==> src/rtl/voice_mixer.sv <==
// Three-voice sample mixer: gathers one sample per active voice on each codec
// request, sums with sign extension, scales, saturates and presents a 16-bit result.
module voice_mixer #(
    parameter int SHIFT   = 2,
    parameter int TIMEOUT = 255
) (
    input  logic        clk,
    input  logic        reset,
    input  logic        generate_next_sample,
    input  logic [2:0]  voice_active,
    input  logic [17:0] sample_in1,
    input  logic [17:0] sample_in2,
    input  logic [17:0] sample_in3,
    input  logic        sample_ready1,
    input  logic        sample_ready2,
    input  logic        sample_ready3,
    output logic [15:0] sample_out,
    output logic        new_sample_ready,
    output logic        busy,
    output logic [7:0]  drop_count
);

    // state   | meaning
    // IDLE    | waiting for a codec request
    // COLLECT | capturing one sample from each latched-active voice
    // SUM     | sum, scale and saturate captures into sample_out
    // OUT     | new_sample_ready pulse visible, then back to IDLE
    typedef enum logic [1:0] {IDLE, COLLECT, SUM, OUT} state_t;

    state_t             state;
    logic [2:0]         act_q;
    logic [2:0]         got;
    logic [17:0]        cap [3];
    logic [7:0]         tmo_cnt;

    logic [17:0]        s_in [3];
    logic [2:0]         rdy;
    logic [2:0]         got_eff;
    logic [2:0]         take;
    logic [2:0]         got_next;
    logic               complete;
    logic               timeout_hit;
    logic               overrun;
    logic [8:0]         drop_sum;
    logic signed [19:0] sum_w;
    logic signed [19:0] shifted;
    logic [15:0]        clamped;

    always_comb begin
        s_in[0]     = sample_in1;
        s_in[1]     = sample_in2;
        s_in[2]     = sample_in3;
        rdy         = {sample_ready3, sample_ready2, sample_ready1};
        // Inactive voices read as already captured so they neither block nor load.
        got_eff     = got | ~act_q;
        take        = rdy & ~got_eff;
        got_next    = got_eff | take;
        complete    = &got_next;
        timeout_hit = (state == COLLECT) && !complete && (tmo_cnt == 8'(TIMEOUT - 1));
        overrun     = generate_next_sample && (state != IDLE);
        drop_sum    = {1'b0, drop_count} + 9'(overrun) + 9'(timeout_hit);

        sum_w   = signed'({{2{cap[0][17]}}, cap[0]})
                + signed'({{2{cap[1][17]}}, cap[1]})
                + signed'({{2{cap[2][17]}}, cap[2]});
        shifted = sum_w >>> SHIFT;
        if (shifted > 20'sd32767)
            clamped = 16'h7FFF;
        else if (shifted < -20'sd32768)
            clamped = 16'h8000;
        else
            clamped = shifted[15:0];
    end

    always_ff @(posedge clk or negedge reset) begin
        if (!reset) begin
            state            <= IDLE;
            act_q            <= '0;
            got              <= '0;
            cap              <= '{default: '0};
            tmo_cnt          <= '0;
            sample_out       <= '0;
            new_sample_ready <= 1'b0;
            busy             <= 1'b0;
            drop_count       <= '0;
        end else begin
            new_sample_ready <= 1'b0;
            drop_count       <= drop_sum[8] ? 8'hFF : drop_sum[7:0];
            case (state)
                IDLE: begin
                    if (generate_next_sample) begin
                        got     <= '0;
                        cap     <= '{default: '0};
                        act_q   <= voice_active;
                        tmo_cnt <= '0;
                        busy    <= 1'b1;
                        state   <= COLLECT;
                    end
                end
                COLLECT: begin
                    for (int n = 0; n < 3; n++)
                        if (take[n]) cap[n] <= s_in[n];
                    got     <= got_next;
                    tmo_cnt <= tmo_cnt + 8'd1;
                    if (complete || timeout_hit)
                        state <= SUM;
                end
                SUM: begin
                    sample_out       <= clamped;
                    new_sample_ready <= 1'b1;
                    state            <= OUT;
                end
                OUT: begin
                    busy  <= 1'b0;
                    state <= IDLE;
                end
                default: state <= IDLE;
            endcase
        end
    end

endmodule

==> config.mk <==
export PLATFORM = sky130hd
export DESIGN_NAME = voice_mixer
export DESIGN_NICKNAME = d
export VERILOG_FILES = /design/src/rtl/voice_mixer.sv
export SDC_FILE = /design/constraint.sdc
export NUM_CORES = 1
export LEC_CHECK = 0
export CAP_MARGIN = 20
export CORE_UTILIZATION = 57
export CTS_BUF_LIST = sky130_fd_sc_hd__clkbuf_8 sky130_fd_sc_hd__clkbuf_16
export CTS_CLUSTER_DIAMETER = 100
export DETAILED_ROUTE_END_ITERATION = 8
export HOLD_SLACK_MARGIN = 0.06
export PLACE_DENSITY = 0.83
export SYNTH_ARGS = -nofsm -noshare
export SYNTH_HDL_FRONTEND = slang
export SYNTH_SLANG_ARGS = --single-unit
==> constraint.sdc <==
create_clock -name clk -period 7.14 [get_ports clk]
set_clock_uncertainty 0.2 [all_clocks]
set_input_delay 1.071 -clock clk [delete_from_list [all_inputs] [get_ports clk]]
set_output_delay 1.071 -clock clk [all_outputs]
set_load 0.1 [all_outputs]
==> flow_summary.yaml <==
grt:
  antenna_found_initial: 0
  grt_pass1_wl_um: 19200
  grt_pass1_vias: 3912
  gr-usage-all-layers_pct: 25.8
  grt.overflow.total: 0
  grt_max_degree: 54
layout:
  final_cells: 649
  area_growth_pct: 22.7
  final_nets: 643
  diodes: 0
  fin_area_um2: 6260
  drive_gt1_share_pct: 6.28
  final_cell_mix: "96 x dfrtp_1, 87 x clkdlybuf4s50_1, 57 x a22o_1"
  final_core_util_pct: 72.2
  layout_commonest_cell: "dfrtp_1"
  fillers: 624
timing:
  timing.slew.headroom_pct: 33.1
  period_share_pct: 59.7
  rsz0062_at_grt: "no"
  worst_slack_ns: 2.88
  hold_violations: 0
  tightestPinTransition_ns: 0.999
  finalMaxSlewViolations: 0
  setup_viol: 0
  period_minus_slack_ns: 4.26
  final.setup.tns_ns: 0
  max_clock_freq_ghz: 0.235
setup_path:
  reg2reg_slack_ns: 2.88
  end_kind: "flip-flop"
  worstSetupStartpointType: "flip-flop"
  required_ns: 7.14
  path_class: "reg2reg"
  cp.arrival_ns: 4.26
  cp_max_fo: 14
yosys:
  synth_edf_count: 0
  yosysSeqAreaShare_pct: 47.1
  syn_area_um2: 5100
  synth-async-reset-ratio_pct: 100
  synth_warnings: 0
  yosysUniqueCellTypes: 51
  syn_area_per_cell_um2: 11.4
  ys_ff_latch: 96
  syn_inst: 448
  yosys_most_used_dff: "dfrtp_1"
  synth_nets: 555
cts:
  cts_tree: "yes"
  clkLatencyLatePin_ns: 0.36
  ctsHoldBuffers: 0
  cts_resized: 0
  cts_setup_buffers: 0
  htree_levels: 3
  clkTransAtPathRegs_ns: 0.09
  cts-root-buf: "clkbuf_8"
  cts.sinks: 96
  cts.path.max_buffers: 2
  cts_buffers: 9
routing:
  ant_nets: 0
  route.vias.total: 3883
  wl_per_cell_um: 17.5
  first_pass_iters: 4
  wl_um: 11300
  vias_per_cell: 5.98
  drtIter0Drc: 208
  drc_errors: 0
min_path:
  worstHoldPathType: "reg2reg"
floorplan:
  rows: 34
  ios: 89
  die_h_um: 96.6
  dieArea_um2: 9340
  die_x_um: 96.6
  start_util_pct: 58.8
  coreArea_um2: 8680
outcome:
  status: "finished clean"
placed_design:
  dpl.hpwl_um: 8270
  dp_slack_ns: 2.93
  portBuffers: 88
  routabilityCongestion: 0.827
  placed_cell_area_um2: 6060
  dp.cells: 633
power:
  power_density_nw_per_um2: 449
  ir_drop_v: 0.000335
  power.leakage_uw: 0.00294
flow_run:
  cap_violations: 0
## layer usage
| layer | GRT usage (%) | up-vias | share of wire, % |
|---|---|---|---|
| met2 | 38.4 | 123 | 46 |
| met3 | 3.68 | 21 | 5.3 |
| li1 | - | 1842 | - |
| met4 | 10.6 | 0 | 2.1 |
| met5 | 0 | - | 0 |
| met1 | 38.4 | 1897 | 47 |
## where the power goes
group | internal [µW] | switching (µW)
registers | 725 | 146
clock network | 172 | 196
logic | 507 | 1060
## final cells by class
cell class              count  area, µm²  area share (%)
well taps                 108        135            2.16
repair buffers             92        908            14.5
clock inverters             6       66.3            1.06
flip-flops and latches     96       2400            38.4
multi-input cells         322       2560            40.8
clock buffers              10        138            2.20
inverters                  15       56.3           0.899
## state kept, by name, summed over array words and instances (netlist names)
| signal | cells |
|---|---|
| cap | 54 |
| sample_out | 16 |
| drop_count | 8 |
| tmo_cnt | 8 |
| act_q | 3 |
| got | 3 |
| state | 2 |
| busy | 1 |
| new_sample_ready | 1 |
## path summary, 6_finish.rpt
check | cells past startpoint | startpoint | to
min | 1 | sample_out[15] | sample_out[15]
max reg2reg | 12 | cap[0] | sample_out[7]
max | 12 | cap[0] | sample_out[7]
min reg2reg | 1 | sample_out[15] | sample_out[15]
min in group asynchronous | 1 | reset | tmo_cnt[6]
max in group asynchronous | 2 | reset | cap[33]
## synthesized netlist by cell type, types with 10 or more instances
cell	number	share of area, %
a21o_1	10	1.5
a21oi_1	24	2.4
a22o_1	57	9.8
dfrtp_1	96	47
fa_1	19	7.5
ha_1	25	6.1
inv_1	14	1.0
nand2_1	43	3.2
nor2_1	21	1.5
o21ai_0	14	1.4
o221ai_1	14	2.4
xnor2_1	10	1.7
xor2_1	10	1.7
## worst max-delay path: stages, from the launching register on
cell	delay [ns]
dfrtp_1	0.40
ha_1	0.30
a21oi_1	0.27
nor2_1	0.10
fa_1	0.42
a211oi_1	0.25
o21ai_1	0.15
o21ai_0	0.23
o21ai_1	0.12
o31ai_1	0.45
nor2_1	0.13
o211ai_1	0.82
o221ai_1	0.26
## per-stage QoR
step	power [µW]	hold slack, ns
2_1_floorplan	2060	0.273
3_3_place_gp	2400	0.266
3_5_place_dp	2440	0.271
4_1_cts	2820	0.294
5_1_grt	3000	0.324
6_report	2810	0.294
## kinds of logic (layout without fill, tap and decap cells)
kind of cell	after synthesis	after routing	synth area share, %
buffers and inverters	30	123	2.84
and+or+nand+nor	107	107	9.98
xor gates and xnor gates	20	20	3.43
adders and majority gates	44	44	13.6
DFF	96	96	47.1
AOI/OAI and AO/OA	146	146	22.0
muxes	5	5	1.05
Note: power is estimated with default switching activity, not from simulation.
